## config.mk

```make
export PLATFORM = sky130hd
export DESIGN_NAME = sync_clk_div_flat
export DESIGN_NICKNAME = d
export VERILOG_FILES = /design/src/rtl/sync_clk_div_pkg.sv /design/src/rtl/sync_clk_div_if.sv /design/src/rtl/sync_clk_div_ch.sv /design/src/rtl/sync_clk_div.sv /design/src/flat_wrapper.sv
export SDC_FILE = /design/constraint.sdc
export NUM_CORES = 1
export LEC_CHECK = 0
export BUFFER_PORTS_ARGS = -buffer_cell sky130_fd_sc_hd__buf_4
export CORE_ASPECT_RATIO = 1.75
export CORE_MARGIN = 5
export CORE_UTILIZATION = 43
export CTS_BUF_LIST = sky130_fd_sc_hd__clkbuf_16
export DETAILED_ROUTE_END_ITERATION = 10
export PLACE_DENSITY = 0.63
export SYNTH_ARGS = -nofsm -noshare
export SYNTH_HDL_FRONTEND = slang
export SYNTH_SLANG_ARGS = --single-unit
```

## constraint.sdc

```tcl
create_clock -name sys_clk -period 2.7 [get_ports sys_clk]
set_input_delay 0.135 -clock sys_clk [delete_from_list [all_inputs] [get_ports sys_clk]]
set_output_delay 0.135 -clock sys_clk [all_outputs]
set_load 0.01 [all_outputs]
```

## src/rtl/sync_clk_div_pkg.sv

```systemverilog
// Shared types, reset defaults and helpers for the sync-aligned divided-clock generator.
package sync_clk_div_pkg;

    typedef enum logic [1:0] {
        CH_IDLE,
        CH_DELAY,
        CH_RUN
    } ch_state_e;

    localparam int CFG_DIV_W = 8;
    localparam int CFG_DLY_W = 12;

    // Default-width view of one channel's programmable settings.
    typedef struct packed {
        logic [CFG_DIV_W-1:0] half;
        logic [CFG_DLY_W-1:0] dly;
        logic                 en;
    } ch_cfg_t;

    localparam int   RST_HALF = 1;
    localparam int   RST_DLY  = 0;
    localparam logic RST_EN   = 1'b0;

    function automatic int chWidth(input int numCh);
        return (numCh > 1) ? $clog2(numCh) : 1;
    endfunction

endpackage

```

## src/rtl/sync_clk_div_if.sv

```systemverilog
// Shadow-register write bus shared by the configuring master and the clock generator.
interface sync_clk_div_if
    import sync_clk_div_pkg::*;
#(
    parameter int NUM_CH = 2,
    parameter int DIV_W  = 8,
    parameter int DLY_W  = 12
);
    localparam int CH_W = chWidth(NUM_CH);

    logic             i_cfg_wr;
    logic [CH_W-1:0]  i_cfg_ch;
    logic [DIV_W-1:0] i_cfg_half;
    logic [DLY_W-1:0] i_cfg_dly;
    logic             i_cfg_en;

    modport master (
        output i_cfg_wr, i_cfg_ch, i_cfg_half, i_cfg_dly, i_cfg_en
    );

    modport slave (
        input i_cfg_wr, i_cfg_ch, i_cfg_half, i_cfg_dly, i_cfg_en
    );

endinterface

```

## src/rtl/sync_clk_div_ch.sv

```systemverilog
// One output channel: active half-period, IDLE/DELAY/RUN sequencing and the registered
// divided clock with its rise and sync strobes.
module sync_clk_div_ch
    import sync_clk_div_pkg::*;
#(
    parameter int DIV_W = 8,
    parameter int DLY_W = 12
) (
    input  logic             sys_clk,
    input  logic             rst_n,
    input  logic             syncEvent_i,
    input  logic [DIV_W-1:0] half_i,
    input  logic [DLY_W-1:0] dly_i,
    input  logic             en_i,
    output logic             clk_o,
    output logic             rise_o,
    output logic             sync_o,
    output logic             running_o
);
    ch_state_e        state_q, state_d;
    logic [DIV_W-1:0] half_q, half_d;
    logic [DIV_W-1:0] phase_q, phase_d;
    logic [DLY_W-1:0] dlyCnt_q, dlyCnt_d;
    logic             clk_q, clk_d;
    logic             rise_q, rise_d;
    logic             sync_q, sync_d;
    logic             lastPhase;

    always_ff @(posedge sys_clk or negedge rst_n) begin
        if (!rst_n) begin
            state_q  <= CH_IDLE;
            half_q   <= DIV_W'(RST_HALF);
            phase_q  <= '0;
            dlyCnt_q <= DLY_W'(RST_DLY);
            clk_q    <= 1'b0;
            rise_q   <= 1'b0;
            sync_q   <= 1'b0;
        end else begin
            state_q  <= state_d;
            half_q   <= half_d;
            phase_q  <= phase_d;
            dlyCnt_q <= dlyCnt_d;
            clk_q    <= clk_d;
            rise_q   <= rise_d;
            sync_q   <= sync_d;
        end
    end

    // Half-periods of 0 and 1 both toggle every cycle.
    assign lastPhase = (half_q <= DIV_W'(1)) || (phase_q == half_q - DIV_W'(1));

    always_comb begin
        state_d  = state_q;
        half_d   = half_q;
        phase_d  = phase_q;
        dlyCnt_d = dlyCnt_q;
        clk_d    = clk_q;
        rise_d   = 1'b0;
        sync_d   = 1'b0;
        if (syncEvent_i) begin
            half_d  = half_i;
            phase_d = '0;
            clk_d   = 1'b0;
            if (!en_i) begin
                state_d = CH_IDLE;
            end else if (state_q == CH_RUN) begin
                // A running clock is pulled low for at least one cycle before restarting.
                state_d  = CH_DELAY;
                dlyCnt_d = dly_i;
            end else if (dly_i == '0) begin
                state_d = CH_RUN;
                clk_d   = 1'b1;
                rise_d  = 1'b1;
                sync_d  = 1'b1;
            end else begin
                state_d  = CH_DELAY;
                dlyCnt_d = dly_i - DLY_W'(1);
            end
        end else begin
            case (state_q)
                CH_IDLE: begin
                    clk_d = 1'b0;
                end
                CH_DELAY: begin
                    if (dlyCnt_q == '0) begin
                        state_d = CH_RUN;
                        phase_d = '0;
                        clk_d   = 1'b1;
                        rise_d  = 1'b1;
                        sync_d  = 1'b1;
                    end else begin
                        dlyCnt_d = dlyCnt_q - DLY_W'(1);
                    end
                end
                CH_RUN: begin
                    if (lastPhase) begin
                        phase_d = '0;
                        clk_d   = ~clk_q;
                        rise_d  = ~clk_q;
                    end else begin
                        phase_d = phase_q + DIV_W'(1);
                    end
                end
                default: begin
                    state_d = CH_IDLE;
                    clk_d   = 1'b0;
                end
            endcase
        end
    end

    assign clk_o     = clk_q;
    assign rise_o    = rise_q;
    assign sync_o    = sync_q;
    assign running_o = (state_q == CH_RUN);

endmodule

```

## src/rtl/sync_clk_div.sv

```systemverilog
// Multi-channel divided-clock generator: sync synchronizer and edge detect, per-channel
// shadow registers with write decode, and one sequencing channel per output clock.
module sync_clk_div
    import sync_clk_div_pkg::*;
#(
    parameter int NUM_CH      = 2,
    parameter int DIV_W       = 8,
    parameter int DLY_W       = 12,
    parameter int SYNC_STAGES = 0
) (
    input  logic              sys_clk,
    input  logic              rst_n,
    input  logic              i_sync,
    sync_clk_div_if.slave     cfg,
    output logic [NUM_CH-1:0] o_clk,
    output logic [NUM_CH-1:0] o_rise,
    output logic [NUM_CH-1:0] o_sync,
    output logic [NUM_CH-1:0] o_running
);
    localparam int CH_W = chWidth(NUM_CH);

    logic             syncLvl;
    logic             syncPrev_q;
    logic             syncEvent;
    logic [DIV_W-1:0] shadowHalf_q [NUM_CH];
    logic [DIV_W-1:0] shadowHalf_d [NUM_CH];
    logic [DLY_W-1:0] shadowDly_q  [NUM_CH];
    logic [DLY_W-1:0] shadowDly_d  [NUM_CH];
    logic             shadowEn_q   [NUM_CH];
    logic             shadowEn_d   [NUM_CH];

    if (SYNC_STAGES == 0) begin : g_directSync
        assign syncLvl = i_sync;
    end else begin : g_syncChain
        logic [SYNC_STAGES-1:0] chain_q;
        always_ff @(posedge sys_clk or negedge rst_n) begin
            if (!rst_n) begin
                chain_q <= '0;
            end else begin
                chain_q[0] <= i_sync;
                for (int s = 1; s < SYNC_STAGES; s++) begin
                    chain_q[s] <= chain_q[s-1];
                end
            end
        end
        assign syncLvl = chain_q[SYNC_STAGES-1];
    end

    always_ff @(posedge sys_clk or negedge rst_n) begin
        if (!rst_n) begin
            syncPrev_q <= 1'b0;
            for (int c = 0; c < NUM_CH; c++) begin
                shadowHalf_q[c] <= DIV_W'(RST_HALF);
                shadowDly_q[c]  <= DLY_W'(RST_DLY);
                shadowEn_q[c]   <= RST_EN;
            end
        end else begin
            syncPrev_q   <= syncLvl;
            shadowHalf_q <= shadowHalf_d;
            shadowDly_q  <= shadowDly_d;
            shadowEn_q   <= shadowEn_d;
        end
    end

    assign syncEvent = syncLvl && !syncPrev_q;

    // The shadow next-state doubles as the value loaded at an event, giving write-through.
    for (genvar c = 0; c < NUM_CH; c++) begin : g_ch
        logic wrSel;
        assign wrSel           = cfg.i_cfg_wr && (cfg.i_cfg_ch == CH_W'(c));
        assign shadowHalf_d[c] = wrSel ? cfg.i_cfg_half : shadowHalf_q[c];
        assign shadowDly_d[c]  = wrSel ? cfg.i_cfg_dly  : shadowDly_q[c];
        assign shadowEn_d[c]   = wrSel ? cfg.i_cfg_en   : shadowEn_q[c];

        sync_clk_div_ch #(
            .DIV_W (DIV_W),
            .DLY_W (DLY_W)
        ) u_ch (
            .sys_clk     (sys_clk),
            .rst_n       (rst_n),
            .syncEvent_i (syncEvent),
            .half_i      (shadowHalf_d[c]),
            .dly_i       (shadowDly_d[c]),
            .en_i        (shadowEn_d[c]),
            .clk_o       (o_clk[c]),
            .rise_o      (o_rise[c]),
            .sync_o      (o_sync[c]),
            .running_o   (o_running[c])
        );
    end

endmodule

```

## src/flat_wrapper.sv

```systemverilog
// flat-port wrapper written by rule: the top's interface ports become plain ports
module sync_clk_div_flat import sync_clk_div_pkg::*;
#(
    parameter int NUM_CH      = 2,
    parameter int DIV_W       = 8,
    parameter int DLY_W       = 12,
    parameter int SYNC_STAGES = 0
)
  (sys_clk, rst_n, i_sync, o_clk, o_rise, o_sync, o_running, cfg_i_cfg_wr, cfg_i_cfg_ch, cfg_i_cfg_half, cfg_i_cfg_dly, cfg_i_cfg_en);
  sync_clk_div_if #(.NUM_CH(NUM_CH), .DIV_W(DIV_W), .DLY_W(DLY_W)) cfg_i ();
  input  logic sys_clk;
  input  logic rst_n;
  input  logic i_sync;
  output logic [NUM_CH-1:0] o_clk;
  output logic [NUM_CH-1:0] o_rise;
  output logic [NUM_CH-1:0] o_sync;
  output logic [NUM_CH-1:0] o_running;
  input wire logic [$bits(cfg_i.i_cfg_wr)-1:0] cfg_i_cfg_wr;
  input wire logic [$bits(cfg_i.i_cfg_ch)-1:0] cfg_i_cfg_ch;
  input wire logic [$bits(cfg_i.i_cfg_half)-1:0] cfg_i_cfg_half;
  input wire logic [$bits(cfg_i.i_cfg_dly)-1:0] cfg_i_cfg_dly;
  input wire logic [$bits(cfg_i.i_cfg_en)-1:0] cfg_i_cfg_en;
  assign cfg_i.i_cfg_wr = cfg_i_cfg_wr;
  assign cfg_i.i_cfg_ch = cfg_i_cfg_ch;
  assign cfg_i.i_cfg_half = cfg_i_cfg_half;
  assign cfg_i.i_cfg_dly = cfg_i_cfg_dly;
  assign cfg_i.i_cfg_en = cfg_i_cfg_en;
  sync_clk_div #(.NUM_CH(NUM_CH), .DIV_W(DIV_W), .DLY_W(DLY_W), .SYNC_STAGES(SYNC_STAGES)) u_core (.sys_clk(sys_clk), .rst_n(rst_n), .i_sync(i_sync), .cfg(cfg_i), .o_clk(o_clk), .o_rise(o_rise), .o_sync(o_sync), .o_running(o_running));
endmodule
```

== Word-level counts from Yosys, hierarchy flattened ==
Index checks and enable logic that the tools add are counted.
W data, S select, Z words.

* Input bits: 26
* Logic and storage cells: 142
* Flip-flop bits (word level): 109

* Magnitude comparators: 2
* Equal/unequal tests: 18
* Reductions and logical operators: 26
* Bitwise logic cells: 3
* Add/sub/neg operators: 8
* Multiplexer cells: 64

{| class="wikitable"
|+ Operator list
! kind !! count
|-
| $mux W12 || 14
|-
| $mux W8 || 8
|-
| $logic_not A12 Y1 || 4
|-
| $sub A12 B1 Y12 const B || 4
|-
| $pmux W8 S2 || 2
|-
| $mux W1 || 24
|-
| $mux W2 || 10
|-
| $add A8 B1 Y8 const B || 2
|-
| $eq A8 B8 Y1 || 2
|-
| $le A8 B1 Y1 const B || 2
|-
| $sub A8 B1 Y8 const B || 2
|-
| $ne A3 B3 Y1 const B || 4
|-
| $reduce_and A2 Y1 || 6
|-
| $ne A2 B1 Y1 const B || 4
|-
| $pmux W1 S2 || 4
|-
| $pmux W2 S2 || 2
|-
| $reduce_and A4 Y1 || 2
|-
| $ne A3 B2 Y1 const B || 2
|-
| $reduce_bool A3 Y1 || 2
|-
| $eq A2 B1 Y1 const B || 2
|-
| $eq A2 B2 Y1 const B || 2
|-
| $logic_not A2 Y1 || 2
|-
| $ne A2 B2 Y1 const B || 2
|-
| $reduce_bool A2 Y1 || 2
|-
| 5 further kinds || 11
|}

== Depth between registers and ports, before layout ==
Gate-level depths: netlist of run 1.

* Depth after elaboration: 8
* Gate-level depth with buffers: 13
* Mapped depth without buffers: 9

== Cells and area by module ==
Synthesis of run 1 repeated with hierarchy kept, for this count alone.

* Cell total of the unflattened synthesis: 619
* Area, all modules: 6218.5 sq um

{| class="wikitable"
|+ Modules (own cells, without submodules)
! module !! instances !! cells each !! area each (sq um)
|-
| sync_clk_div_ch at u_core.g_ch[0].u_ch || 1 || 267 || 2257.2
|-
| sync_clk_div_ch at u_core.g_ch[1].u_ch || 1 || 260 || 2254.7
|-
| sync_clk_div || 1 || 92 || 1706.6
|}

== Least setup slack after synthesis of run 1 ==
OpenSTA, ideal clock, no wires.

* Path type: input to register
* From: in cfg_i_cfg_ch
* To: reg u_core.g_ch[1].u_ch.dlyCnt_q[11]
* Slack: -244 ps
* Data required time: 2579 ps
* Stages: 13
* Arrival time: 2823 ps
* Path through: nand2_1 clkbuf_1 buf_1 mux2i_1 ha_1 nor2b_1 and4_1 clkbuf_1 a211o_1 nand2_1 buf_2 o21ai_0 a22o_1

* Cells in the longest elaborated chain, start to end: 7
* Elaborated cells between the ends (all ways): 12
* Those cells by class: add/sub (1); eq/ne (2); mux (6); reduce/logical (3)

{| class="wikitable"
|+ Ends and longest elaborated chain
! item !! line !! text
|-
| start, declared || flat_wrapper.sv:19 || <nowiki>input wire logic [$bits(cfg_i.i_cfg_ch)-1:0] cfg_i_cfg_ch;</nowiki>
|-
| $logic_and A1 B1 Y1 (*) || sync_clk_div.sv:70 || <nowiki>assign wrSel = cfg.i_cfg_wr && (cfg.i_cfg_ch == CH_W'(c));</nowiki>
|-
| $mux W12 || sync_clk_div.sv:72 || <nowiki>assign shadowDly_d[c] = wrSel ? cfg.i_cfg_dly : shadowDly_q[c];</nowiki>
|-
| $sub A12 B1 Y12 || sync_clk_div_ch.sv:77 || <nowiki>dlyCnt_d = dly_i - DLY_W'(1);</nowiki>
|-
| $mux W12 || sync_clk_div_ch.sv:70 || <nowiki>end else if (dly_i == '0) begin</nowiki>
|-
| $mux W12 || sync_clk_div_ch.sv:66 || <nowiki>end else if (state_q == CH_RUN) begin</nowiki>
|-
| $mux W12 || sync_clk_div_ch.sv:64 || <nowiki>if (!en_i) begin</nowiki>
|-
| $mux W12 || sync_clk_div_ch.sv:60 || <nowiki>if (syncEvent_i) begin</nowiki>
|-
| end signal, assigned || sync_clk_div_ch.sv:34 || <nowiki>dlyCnt_q <= DLY_W'(RST_DLY);</nowiki>
|-
| end signal, assigned || sync_clk_div_ch.sv:42 || <nowiki>dlyCnt_q <= dlyCnt_d;</nowiki>
|-
| end, declared || sync_clk_div_ch.sv:23 || <nowiki>logic [DLY_W-1:0] dlyCnt_q, dlyCnt_d;</nowiki>
|}

Mark *: on every way between the ends. The rest lies on a longest branch, timed or not. The select of a mux whose other input is x is not followed.
A chain may end at the register's enable or synchronous reset.

== Final worst setup path of run 1 ==
* From: reg u_core.g_ch[0].u_ch.half_q[2]
* To: reg u_core.g_ch[0].u_ch.clk_q

* Cells in the longest elaborated chain, start to end: 5
* Elaborated cells between the ends (all ways): 6
* Those cells by class: add/sub (1); order compare (1); eq/ne (2); reduce/logical (2)

{| class="wikitable"
|+ Ends and longest elaborated chain
! item !! line !! text
|-
| start, declared || sync_clk_div_ch.sv:21 || <nowiki>logic [DIV_W-1:0] half_q, half_d;</nowiki>
|-
| start signal, assigned || sync_clk_div_ch.sv:32 || <nowiki>half_q <= DIV_W'(RST_HALF);</nowiki>
|-
| start signal, assigned || sync_clk_div_ch.sv:40 || <nowiki>half_q <= half_d;</nowiki>
|-
| $sub A8 B1 Y8 || sync_clk_div_ch.sv:50 || <nowiki>assign lastPhase = (half_q <= DIV_W'(1)) || (phase_q == half_q - DIV_W'(1));</nowiki>
|-
| $eq A8 B8 Y1 || sync_clk_div_ch.sv:50 ||
|-
| $logic_or A1 B1 Y1 (*) || sync_clk_div_ch.sv:50 ||
|-
| $ne A3 B2 Y1 (no source line) (*) || - ||
|-
| $reduce_and A2 Y1 (no source line) (*) || - ||
|-
| end signal, assigned || sync_clk_div_ch.sv:43 || <nowiki>clk_q <= clk_d;</nowiki>
|-
| end, declared || sync_clk_div_ch.sv:24 || <nowiki>logic clk_q, clk_d;</nowiki>
|}

Mark *: on every way between the ends. The rest lies on a longest branch, timed or not.

==> qor.txt, run 1 <==
Syn Nets - 707
Peak supply drop - 0.412 mV
Commonest non-fill, non-tap cell in the layout - dfrtp_1
Initial DRC count - 210
Cells taking the most area after synthesis - dfrtp_1 42%, mux2_2 5.0%, nand2_1 4.8%
Final setup violation count - 0
Largest net degree at the start of global routing - 90
Final Wtd Congestion - 0.893
Post-synth cell types - 65
Total GRT Usage - 0.176
Slack of the critical path - 0.110 ns
Vias in the first global route - 5,170
LEAKAGE - 3.29 nW
FF+latch count, synth - 109
Post-route ant nets - 0
Worst skew pair latency - 0.35 ns
Die Y - 170 um
CTS tree - done
Clk sink count - 109
Status - completed
Root buffer cell - clkbuf_16
Fin. max-slew vios - 0
Pwr Density - 796 nW/um^2
Cts bufs inserted - 9
GRT busiest layer - met2
Yosys top cell by area - dfrtp_1
Warnings, synthesis - 0
Die Width - 101 um
Port bufs - 33
Share of layout cells above drive strength 1 - 0.209
Routed WL - 14.6 mm
Final hold viol count - 0
Critical path class - reg2reg
Synthesized area per cell - 9.43 um^2
Clk buf depth - 2
EDFF count, synth - 0
Antenna fix cells - 0
GR Util met2 - 0.330
Starting Density - 0.436
Row cnt - 58
Number of antenna violations at the first check in global routing - 0
Critical path startpoint category - flop
TritonRoute pass-1 iters - 5
HP Class - in2reg
Setup_tns - 0 ns
Syn Inst Count - 665
Max cap viols - 0
Yosys top cell area share - 0.419
Multi-input logic area - 3320 um^2
Worst EP arrival - 2.82 ns
First-pass GRT wire length - 24.6 mm
Worst Tran Pin Value - 0.544 ns
Clock transition at path regs - 0.07 ns
Routed wire per std cell - 16.2 um
IO Pins - 34
Layout area overhead - 17.0%
Vias - 5,054
H-tree lvl count - 3
Peak Freq - 386 MHz
CP Capture Type - flop
Commonest non-fill, non-tap cells in the layout - 105 x dfrtp_1, 79 x nand2_1, 68 x buf_4
Worst Path Max Fanout - 5
Detail Placement HPWL - 10.7 mm
GRT overflow - 0
Final period util - 0.959
Fill count - 1,319
Core area - 14,400 um^2
Final clock skew - 0.00718 ns
Reg area - 2730 um^2
Rel. slew slack - 0.637
Vias per cell - 5.61
Post-synth design cell area - 6270 um^2
Met1 Usage GRT - 0.202
GR Util met3 - 0.0247
DRC violations left - 0
Pre-CTS setup slack - 0.0133 ns
Post-synth ARST share - 1.00
WP data required - 2.93 ns
Final nets - 758
Min Tclk post-route - 2.59 ns
Register area share after synthesis - 0.436
Post-synth top flop - dfrtp_1
Die Area - 17,200 um^2
synth_stat cells (3+ instances only):
| master | number |
|---|---|
| nor2b_1 | 17 |
| a22oi_1 | 3 |
| clkbuf_1 | 15 |
| dfstp_2 | 4 |
| a21oi_1 | 35 |
| buf_2 | 6 |
| o31ai_1 | 4 |
| nor4_1 | 12 |
| o211ai_1 | 3 |
| a22o_2 | 4 |
| nand3_1 | 20 |
| a211oi_1 | 3 |
| o21ai_0 | 49 |
| mux2i_1 | 22 |
| nor2_1 | 42 |
| ha_1 | 16 |
| xnor2_1 | 33 |
| or4_1 | 5 |
| inv_1 | 33 |
| mux2_2 | 28 |
| buf_1 | 4 |
| o22ai_1 | 7 |
| and3_1 | 10 |
| nor3_1 | 16 |
| a22o_1 | 10 |
| dfrtp_1 | 105 |
| nand2_1 | 80 |
| nand4_1 | 4 |
| nor3b_1 | 4 |
| buf_4 | 8 |
| or4_4 | 3 |
| xor2_1 | 10 |
| nand2b_1 | 8 |
registers in the layout, indices dropped and copies added, names as in the netlist:
name	count
u_core.shadowEn_q	2
u_core.shadowDly_q	24
u_core.g_ch.u_ch.phase_q	16
u_core.g_ch.u_ch.state_q	4
u_core.g_ch.u_ch.clk_o	2
u_core.g_ch.u_ch.half_q	16
u_core.g_ch.u_ch.sync_o	2
u_core.shadowHalf_q	16
u_core.g_ch.u_ch.dlyCnt_q	24
u_core.g_ch.u_ch.rise_o	2
u_core.syncPrev_q	1
cell families (layout without fill, tap and decap cells):
| kind of cell | count (synthesis) | count (layout) | share of synthesized area |
|---|---|---|---|
| DFF | 109 | 109 | 0.436 |
| xor gates and xnor gates | 43 | 43 | 0.0601 |
| muxes | 52 | 52 | 0.0900 |
| AOI/OAI and AO/OA | 141 | 142 | 0.143 |
| and+or+nand+nor | 237 | 237 | 0.192 |
| buffers and inverters | 67 | 122 | 0.0473 |
| adders and majority gates | 16 | 16 | 0.0319 |
worst max-delay path, stage by stage, from the launching register on:
cell     delay, ns
dfrtp_1       0.38
or4_4         0.54
or4_4         0.43
xnor2_1       0.15
nor4_2        0.26
a21o_1        0.24
nor2b_4       0.17
mux2_4        0.30
where the power goes:
group          switching [mW]  total (mW)  internal, mW
logic                    1.05        1.94         0.890
registers               0.363        2.37          2.00
clock network           0.618        1.53         0.914
total                    2.03        5.84          3.81
per-stage QoR:
stage / power, mW / hold WS [ns] / instances / util / instance area (um^2)
2_1_floorplan: 3.65 / -0.161 / 665 / - / 6270
3_3_place_gp: 4.14 / 0.0407 / 876 / 0.478 / 6860
3_5_place_dp: 4.23 / 0.0495 / 876 / 0.478 / 6860
4_1_cts: 5.82 / 0.0470 / 898 / 0.506 / 7270
5_1_grt: 6.22 / 0.0527 / 901 / 0.511 / 7340
6_report: 5.84 / 0.0539 / 901 / 0.511 / 7340
final timing paths:
kind	slack [ns]	from	end	depth (start not counted)
max	0.11	u_core.g_ch[0].u_ch.half_q[2]	u_core.g_ch[0].u_ch.clk_o	7
min	0.05	cfg_i_cfg_half[2]	u_core.shadowHalf_q[2]	2
max reg2reg	0.11	u_core.g_ch[0].u_ch.half_q[2]	u_core.g_ch[0].u_ch.clk_o	7
min reg2reg	0.50	u_core.shadowHalf_q[15]	u_core.shadowHalf_q[15]	1
max in group asynchronous	1.71	rst_n	u_core.shadowHalf_q[8]	3
min in group asynchronous	0.22	rst_n	u_core.g_ch[1].u_ch.dlyCnt_q[5]	2
metal layers:
metal,wire [um],vias to the layer above
li1,-,2436
met1,5750,2485
met2,8170,114
met3,461,19
met4,233,0
met5,0,-
area by class of cell:
type                    instances  share of cell area
clock buffers                   9              0.0307
clock inverters                 7              0.0165
inverters                      33              0.0169
multi-input cells             490               0.452
flip-flops and latches        109               0.373
well taps                     180              0.0307
repair buffers                 73              0.0805
what timing repair did:
action	CTS	global route
cloned	1	0
buffers inserted	3	3
endpoints found under the setup margin	2	26
hold buffers	2	0
pin swaps	2	3
hold endpoints to repair	21	0
resized for setup	3	12
(Power assumes the default switching activity.)
==> run 2: changes to the inputs <==
--- a/config.mk
+++ b/config.mk
@@ -6,12 +6,15 @@
 export NUM_CORES = 1
 export LEC_CHECK = 0
 export BUFFER_PORTS_ARGS = -buffer_cell sky130_fd_sc_hd__buf_4
+export CELL_PAD_IN_SITES_DETAIL_PLACEMENT = 1
+export CELL_PAD_IN_SITES_GLOBAL_PLACEMENT = 1
 export CORE_ASPECT_RATIO = 1.75
 export CORE_MARGIN = 5
 export CORE_UTILIZATION = 43
 export CTS_BUF_LIST = sky130_fd_sc_hd__clkbuf_16
 export DETAILED_ROUTE_END_ITERATION = 10
-export PLACE_DENSITY = 0.63
+export GPL_ROUTABILITY_DRIVEN = 0
+export PLACE_DENSITY = 0.77
 export SYNTH_ARGS = -nofsm -noshare
 export SYNTH_HDL_FRONTEND = slang
 export SYNTH_SLANG_ARGS = --single-unit
==> run 2 against run 1 <==
Compared with the run above: first-iteration DRC count decreased by 34%; cell area shrank 0.67%; combinational power up 3%; global-route usage up 2.5 points; clock power shrank 10%; critical path type unchanged; largest cell class unchanged; largest power group unchanged; highest routed layer unchanged.
==> qor.txt, run 2 (same netlist as run 1, synthesis figures left out) <==
Final period util - 0.966 (+0.00707)
WP data required - 2.94 ns (about the same)
Fin. max-slew vios - 0 (unchanged)
Detail Placement HPWL - 12.6 mm (+17%)
Commonest non-fill, non-tap cells in the layout - 105 x dfrtp_1, 80 x nand2_1, 68 x buf_4
Number of antenna violations at the first check in global routing - 0 (unchanged)
Port bufs - 33 (unchanged)
TritonRoute pass-1 iters - 5 (unchanged)
Die Width - 101 um (unchanged)
First-pass GRT wire length - 27.6 mm (+12%)
Clk sink count - 109 (unchanged)
CP max stage delay - 0.55 ns (about the same)
Critical path startpoint category - flop
Vias per cell - 5.69 (+1.4%)
Rel. slew slack - 0.456 (-0.181)
Clk buf depth - 2 (unchanged)
Slowest cell on crit path - or4_4
DRC violations left - 0 (unchanged)
Core area - 14,400 um^2 (unchanged)
CTS tree - done
Final nets - 759 (+0.13%)
Vias in the first global route - 5,684 (+9.9%)
Final clock skew - 0.00939 ns (+0.00220 ns)
LEAKAGE - 3.27 nW (-0.65%)
Starting Density - 0.436 (unchanged)
Die Area - 17,200 um^2 (unchanged)
HP Class - in2reg
Pre-CTS setup slack - -0.0201 ns (-0.0335 ns)
Cts bufs inserted - 9 (unchanged)
Design Power - 5.75 mW (-1.5%)
Clock transition at path regs - 0.08 ns (about the same)
Largest regs - u_core.g_ch.u_ch.dlyCnt_q (24), u_core.shadowDly_q (24)
Commonest non-fill, non-tap cell in the layout - dfrtp_1
Final setup violation count - 0 (unchanged)
IO Pins - 34 (unchanged)
Share of layout cells above drive strength 1 - 0.206 (-0.00306)
Layout area overhead - 16.2%
CP Depth - 7 (unchanged)
Pwr Density - 789 nW/um^2 (-0.87%)
Worst Tran Pin Value - 0.816 ns (+0.272 ns)
Worst path bufs/invs - 0 (unchanged)
Initial DRC count - 139 (-34%)
Delay-heaviest family, CP - simple AND/OR/NAND/NOR gates
Final Cell Area - 7290 um^2 (-0.67%)
Worst EP arrival - 2.84 ns (+0.02 ns)
Row cnt - 58 (unchanged)
CP Capture Type - flop
Placed cell area - 6870 um^2 (+0.18%)
Worst hold stages - 2 (unchanged)
Min Tclk post-route - 2.61 ns (+0.0191 ns)
Total GRT Usage - 0.201 (+0.0246)
CP cell instances - or4_4, or4_1, xnor2_1, nor4_2, a21o_1, nor2b_4, mux2_4
FF-to-FF path depth - 7 (unchanged)
Worst Path Max Fanout - 3 (-2)
Root buffer cell - clkbuf_16
H-tree lvl count - 3 (unchanged)
Antenna fix cells - 0 (unchanged)
Vias - 5,128 (+1.5%)
Critical path class - reg2reg
Routed wire per std cell - 18.5 um (+14%)
Peak supply drop - 0.414 mV (+0.41%)
Peak Freq - 383 MHz (-0.73%)
Die Y - 170 um (unchanged)
Final hold viol count - 0 (unchanged)
Slack of the critical path - 0.0913 ns (-0.0191 ns)
GRT overflow - 0 (unchanged)
Worst skew pair latency - 0.35 ns (about the same)
Routed WL - 16.7 mm (+14%)
Status - completed
Max cap viols - 0 (unchanged)
Post-route ant nets - 0 (unchanged)
Largest net degree at the start of global routing - 62 (-31%)
Layout Utilization - 0.507 (-0.00340)
==> run 2: routing by layer <==
layer	global-route usage	wire, um	vias up
met3	0.0333	353	36
met2	0.378	9410	73
met4	0.0787	470	0
met1	0.218	6480	2588
met5	0	0	-
li1	-	-	2431
==> run 2: final cells by class <==
type                       instances  area [um^2]
inverter                          33          124
multi-input combinational        490         3300
timing repair buffer              74          611
clock inverter                     7         73.8
clock buffer                       9          225
fill                            1658         7080
tap                              180          225
sequential                       109         2730
==> run 2: stage by stage <==
| step | hold WS [ns] | instances | TNS [ns] |
|---|---|---|---|
| 6_report | 0.0411 | 902 | 0 |
| 5_1_grt | 0.0333 | 902 | -0.0651 |
| 4_1_cts | 0.0317 | 897 | 0 |
| 3_5_place_dp | 0.275 | 876 | -0.0445 |
| 3_3_place_gp | 0.261 | 876 | 0 |
| 2_1_floorplan | -0.161 | 665 | 0 |
==> run 2: path summary, 6_finish.rpt <==
kind	end	start	slack (ns)
setup / recovery	u_core.g_ch[0].u_ch.clk_o	u_core.g_ch[0].u_ch.half_q[2]	0.09
hold / removal	u_core.shadowHalf_q[4]	cfg_i_cfg_half[4]	0.04
setup reg to reg	u_core.g_ch[0].u_ch.clk_o	u_core.g_ch[0].u_ch.half_q[2]	0.09
hold reg to reg	u_core.shadowHalf_q[2]	u_core.shadowHalf_q[2]	0.50
max in group asynchronous	u_core.g_ch[1].u_ch.rise_o	rst_n	1.53
min in group asynchronous	u_core.syncPrev_q	rst_n	0.41
==> run 2: what timing repair did <==
action,in CTS,in global routing
gates cloned,1,0
hold buffers,2,0
setup buffers,2,5
pin swaps,1,3
setup endpoints to repair,9,15
gates resized for setup,2,6
endpoints found under the hold margin,57,0
==> run 2: worst reg2reg max path: cells and delay by family, from the launching register on <==
family          cells  cell delay [ns]
simple gates        4             1.46
flops               1             0.39
mux                 1             0.29
compound gates      1             0.20
xor+xnor            1             0.15
==> run 2: report_power, final <==
| group | internal, mW | total, mW | switching (mW) |
|---|---|---|---|
| logic | 0.900 | 2.00 | 1.10 |
| registers | 2.00 | 2.37 | 0.370 |
| clock network | 0.724 | 1.37 | 0.645 |
| total | 3.63 | 5.75 | 2.12 |
==> run 3: changes to the inputs <==
--- a/config.mk
+++ b/config.mk
@@ -15,6 +15,7 @@
 export DETAILED_ROUTE_END_ITERATION = 10
 export GPL_ROUTABILITY_DRIVEN = 0
 export PLACE_DENSITY = 0.77
+export SETUP_SLACK_MARGIN = 0.3
 export SYNTH_ARGS = -nofsm -noshare
 export SYNTH_HDL_FRONTEND = slang
 export SYNTH_SLANG_ARGS = --single-unit
==> run 3 against run 2 <==
Compared with the run above: worst setup slack got worse by 0.0069 ns; total power up 4.0%; clock power about the same; die area did not move; sequential power rose by 2%; sequential share of layout area decreased by 1.3 points; largest power group unchanged.
==> qor.txt, run 3 (same netlist as run 1, synthesis figures left out) <==
Status - completed
Largest regs - u_core.g_ch.u_ch.dlyCnt_q (24), u_core.shadowDly_q (24)
Rel. slew slack - 0.475 (+0.0191)
Routed wire per std cell - 20.0 um (+7.9%)
Min Tclk post-route - 2.62 ns (+0.00693 ns)
Vias per cell - 5.86 (+3.0%)
Die Area - 17,200 um^2 (unchanged)
CTS tree - done
Port bufs - 33 (unchanged)
Design Power - 5.97 mW (+4.0%)
Total GRT Usage - 0.211 (+0.0106)
TritonRoute pass-1 iters - 4 (-1)
Cts bufs inserted - 9 (unchanged)
Capturing point of the worst reg2reg path - u_core.g_ch[0].u_ch.clk_o
Commonest non-fill, non-tap cell in the layout - dfrtp_1
Final clock skew - 0.00899 ns (-0.000400 ns)
Share of layout cells above drive strength 1 - 0.267 (+0.0611)
Final hold viol count - 0 (unchanged)
Placed cell count - 872 (-0.46%)
Largest net degree at the start of global routing - 63 (+1.6%)
Row cnt - 58 (unchanged)
Worst EP arrival - 2.85 ns (about the same)
HP Class - in2reg
Vias in the first global route - 5,919 (+4.1%)
CP Capture Type - flop
Routed WL - 18.2 mm (+8.7%)
Crit path top cell by count - or4_4
Clk buf depth - 2 (unchanged)
GRT overflow - 0 (unchanged)
Die Width - 101 um (unchanged)
Antenna fix cells - 0 (unchanged)
Multi-input logic area - 3510 um^2 (+6.6%)
Final setup violation count - 0 (unchanged)
Clk sink count - 109 (unchanged)
Core area - 14,400 um^2 (unchanged)
LEAKAGE - 3.34 nW (+2.3%)
Pre-CTS setup slack - -0.0727 ns (-0.0525 ns)
Worst hold stages - 2 (unchanged)
Placed cell area - 6900 um^2 (+0.36%)
Post-route ant nets - 0 (unchanged)
CP max stage delay - 0.55 ns (about the same)
Critical path class - reg2reg
Initial DRC count - 180 (+29%)
Critical path startpoint category - flop
Max cap viols - 0 (unchanged)
Peak Freq - 382 MHz (-0.26%)
Worst Path Max Fanout - 6 (+3)
Clock transition at path regs - 0.07 ns (about the same)
FF-to-FF path depth - 7 (unchanged)
Root buffer cell - clkbuf_16
Die Y - 170 um (unchanged)
Pwr Density - 790 nW/um^2 (+0.18%)
IO Pins - 34 (unchanged)
Peak supply drop - 0.324 mV (-22%)
Detail Placement HPWL - 12.9 mm (+2.4%)
Layout area overhead - 20.6%
Final Cell Area - 7560 um^2 (+3.8%)
Vias - 5,324 (+3.8%)
Commonest non-fill, non-tap cells in the layout - 104 x dfrtp_1, 77 x nand2_1, 75 x buf_4
Starting Density - 0.436 (unchanged)
DRC violations left - 0 (unchanged)
Finished Layout Cells - 909 (+0.78%)
Slack of the critical path - 0.0844 ns (-0.00693 ns)
Hold worst-path end - u_core.shadowHalf_q[3]
Worst Tran Pin Value - 0.787 ns (-0.0286 ns)
WP data required - 2.94 ns (about the same)
Fill count - 1,630 (-1.7%)
Worst Hold Launch - cfg_i_cfg_half[3]
RSZ-0062 raised after global routing - yes
Final nets - 767 (+1.1%)
Slowest cell on crit path - or4_4
Reg area - 2730 um^2 (about the same)
Worst skew pair latency - 0.35 ns (about the same)
R2R Setup Slk - 0.08 ns (about the same)
Fin. max-slew vios - 0 (unchanged)
First-pass GRT wire length - 29.0 mm (+5.2%)
H-tree lvl count - 3 (unchanged)
Final period util - 0.969 (+0.00257)
Number of antenna violations at the first check in global routing - 0 (unchanged)
CP cell instances - or4_4, or4_4, xnor2_1, nor4_2, a21o_2, nor2b_4, mux2_4
Launching point of the worst reg2reg path - u_core.g_ch[0].u_ch.half_q[5]
-- run 3: worst max path at each step --
| stage | cells after the start | from | to | slack, ns |
|---|---|---|---|---|
| finish | 7 | u_core.g_ch[0].u_ch.half_q[5] | u_core.g_ch[0].u_ch.clk_o | 0.08 |
| floorplan | 8 | u_core.g_ch[0].u_ch.half_q[2] | u_core.g_ch[0].u_ch.clk_o | 0.02 |
| detailed placement | 9 | u_core.g_ch[0].u_ch.dlyCnt_q[0] | u_core.g_ch[0].u_ch.dlyCnt_q[0] | -0.07 |
| global route | 7 | u_core.g_ch[0].u_ch.half_q[5] | u_core.g_ch[0].u_ch.clk_o | -0.02 |
| global placement | 7 | u_core.g_ch[0].u_ch.half_q[2] | u_core.g_ch[0].u_ch.clk_o | 0.07 |
| CTS | 7 | u_core.g_ch[0].u_ch.half_q[5] | u_core.g_ch[0].u_ch.clk_o | 0.08 |
-- run 3: repair_timing --
action                                  in CTS  in global routing
pin swaps                                    9                  5
endpoints found under the setup margin      35                 41
hold endpoints to repair                    52                  0
setup buffers                                8                 11
cloned                                       1                  0
gates resized for setup                     26                 24
hold buffers                                 2                  0
-- run 3: final cells by class --
class / instances / area share
clock buffer: 9 / 0.0298
clock inverter: 6 / 0.00860
inverter: 33 / 0.0164
multi-input combinational: 490 / 0.465
sequential: 109 / 0.362
tap: 180 / 0.0298
timing repair buffer: 82 / 0.0892
-- run 3: power by group --
group | switching, mW | internal [mW] | leakage [nW]
clock | 0.624 | 0.716 | 0.141
combinational | 1.23 | 1.00 | 1.86
sequential | 0.401 | 2.01 | 1.33
-- run 3: worst max-delay path, delay by kind of cell, from the launching register on --
kind             cells  cell delay, ns
AO/OA/AOI/OAI        1            0.26
XOR/XNOR             1            0.15
flip-flops           1            0.38
multiplexers         1            0.29
AND/OR/NAND/NOR      4            1.42
-- run 3: per-layer routing --
layer,up-vias,track usage,routed length (um)
met2,79,0.410,10300
met3,47,0.0263,408
li1,2461,-,-
met1,2737,0.228,6870
met4,0,0.0735,580
met5,-,0,0
-- run 3: through the flow --
stage	setup TNS [ns]	hold slack [ns]	util
after floorplan	0	-0.161	-
after global placement	0	0.261	0.480
after detailed placement	-0.0962	0.265	0.480
after CTS	0	0.0481	0.513
after global routing	-0.0194	0.0459	0.526
final	0	0.0531	0.526
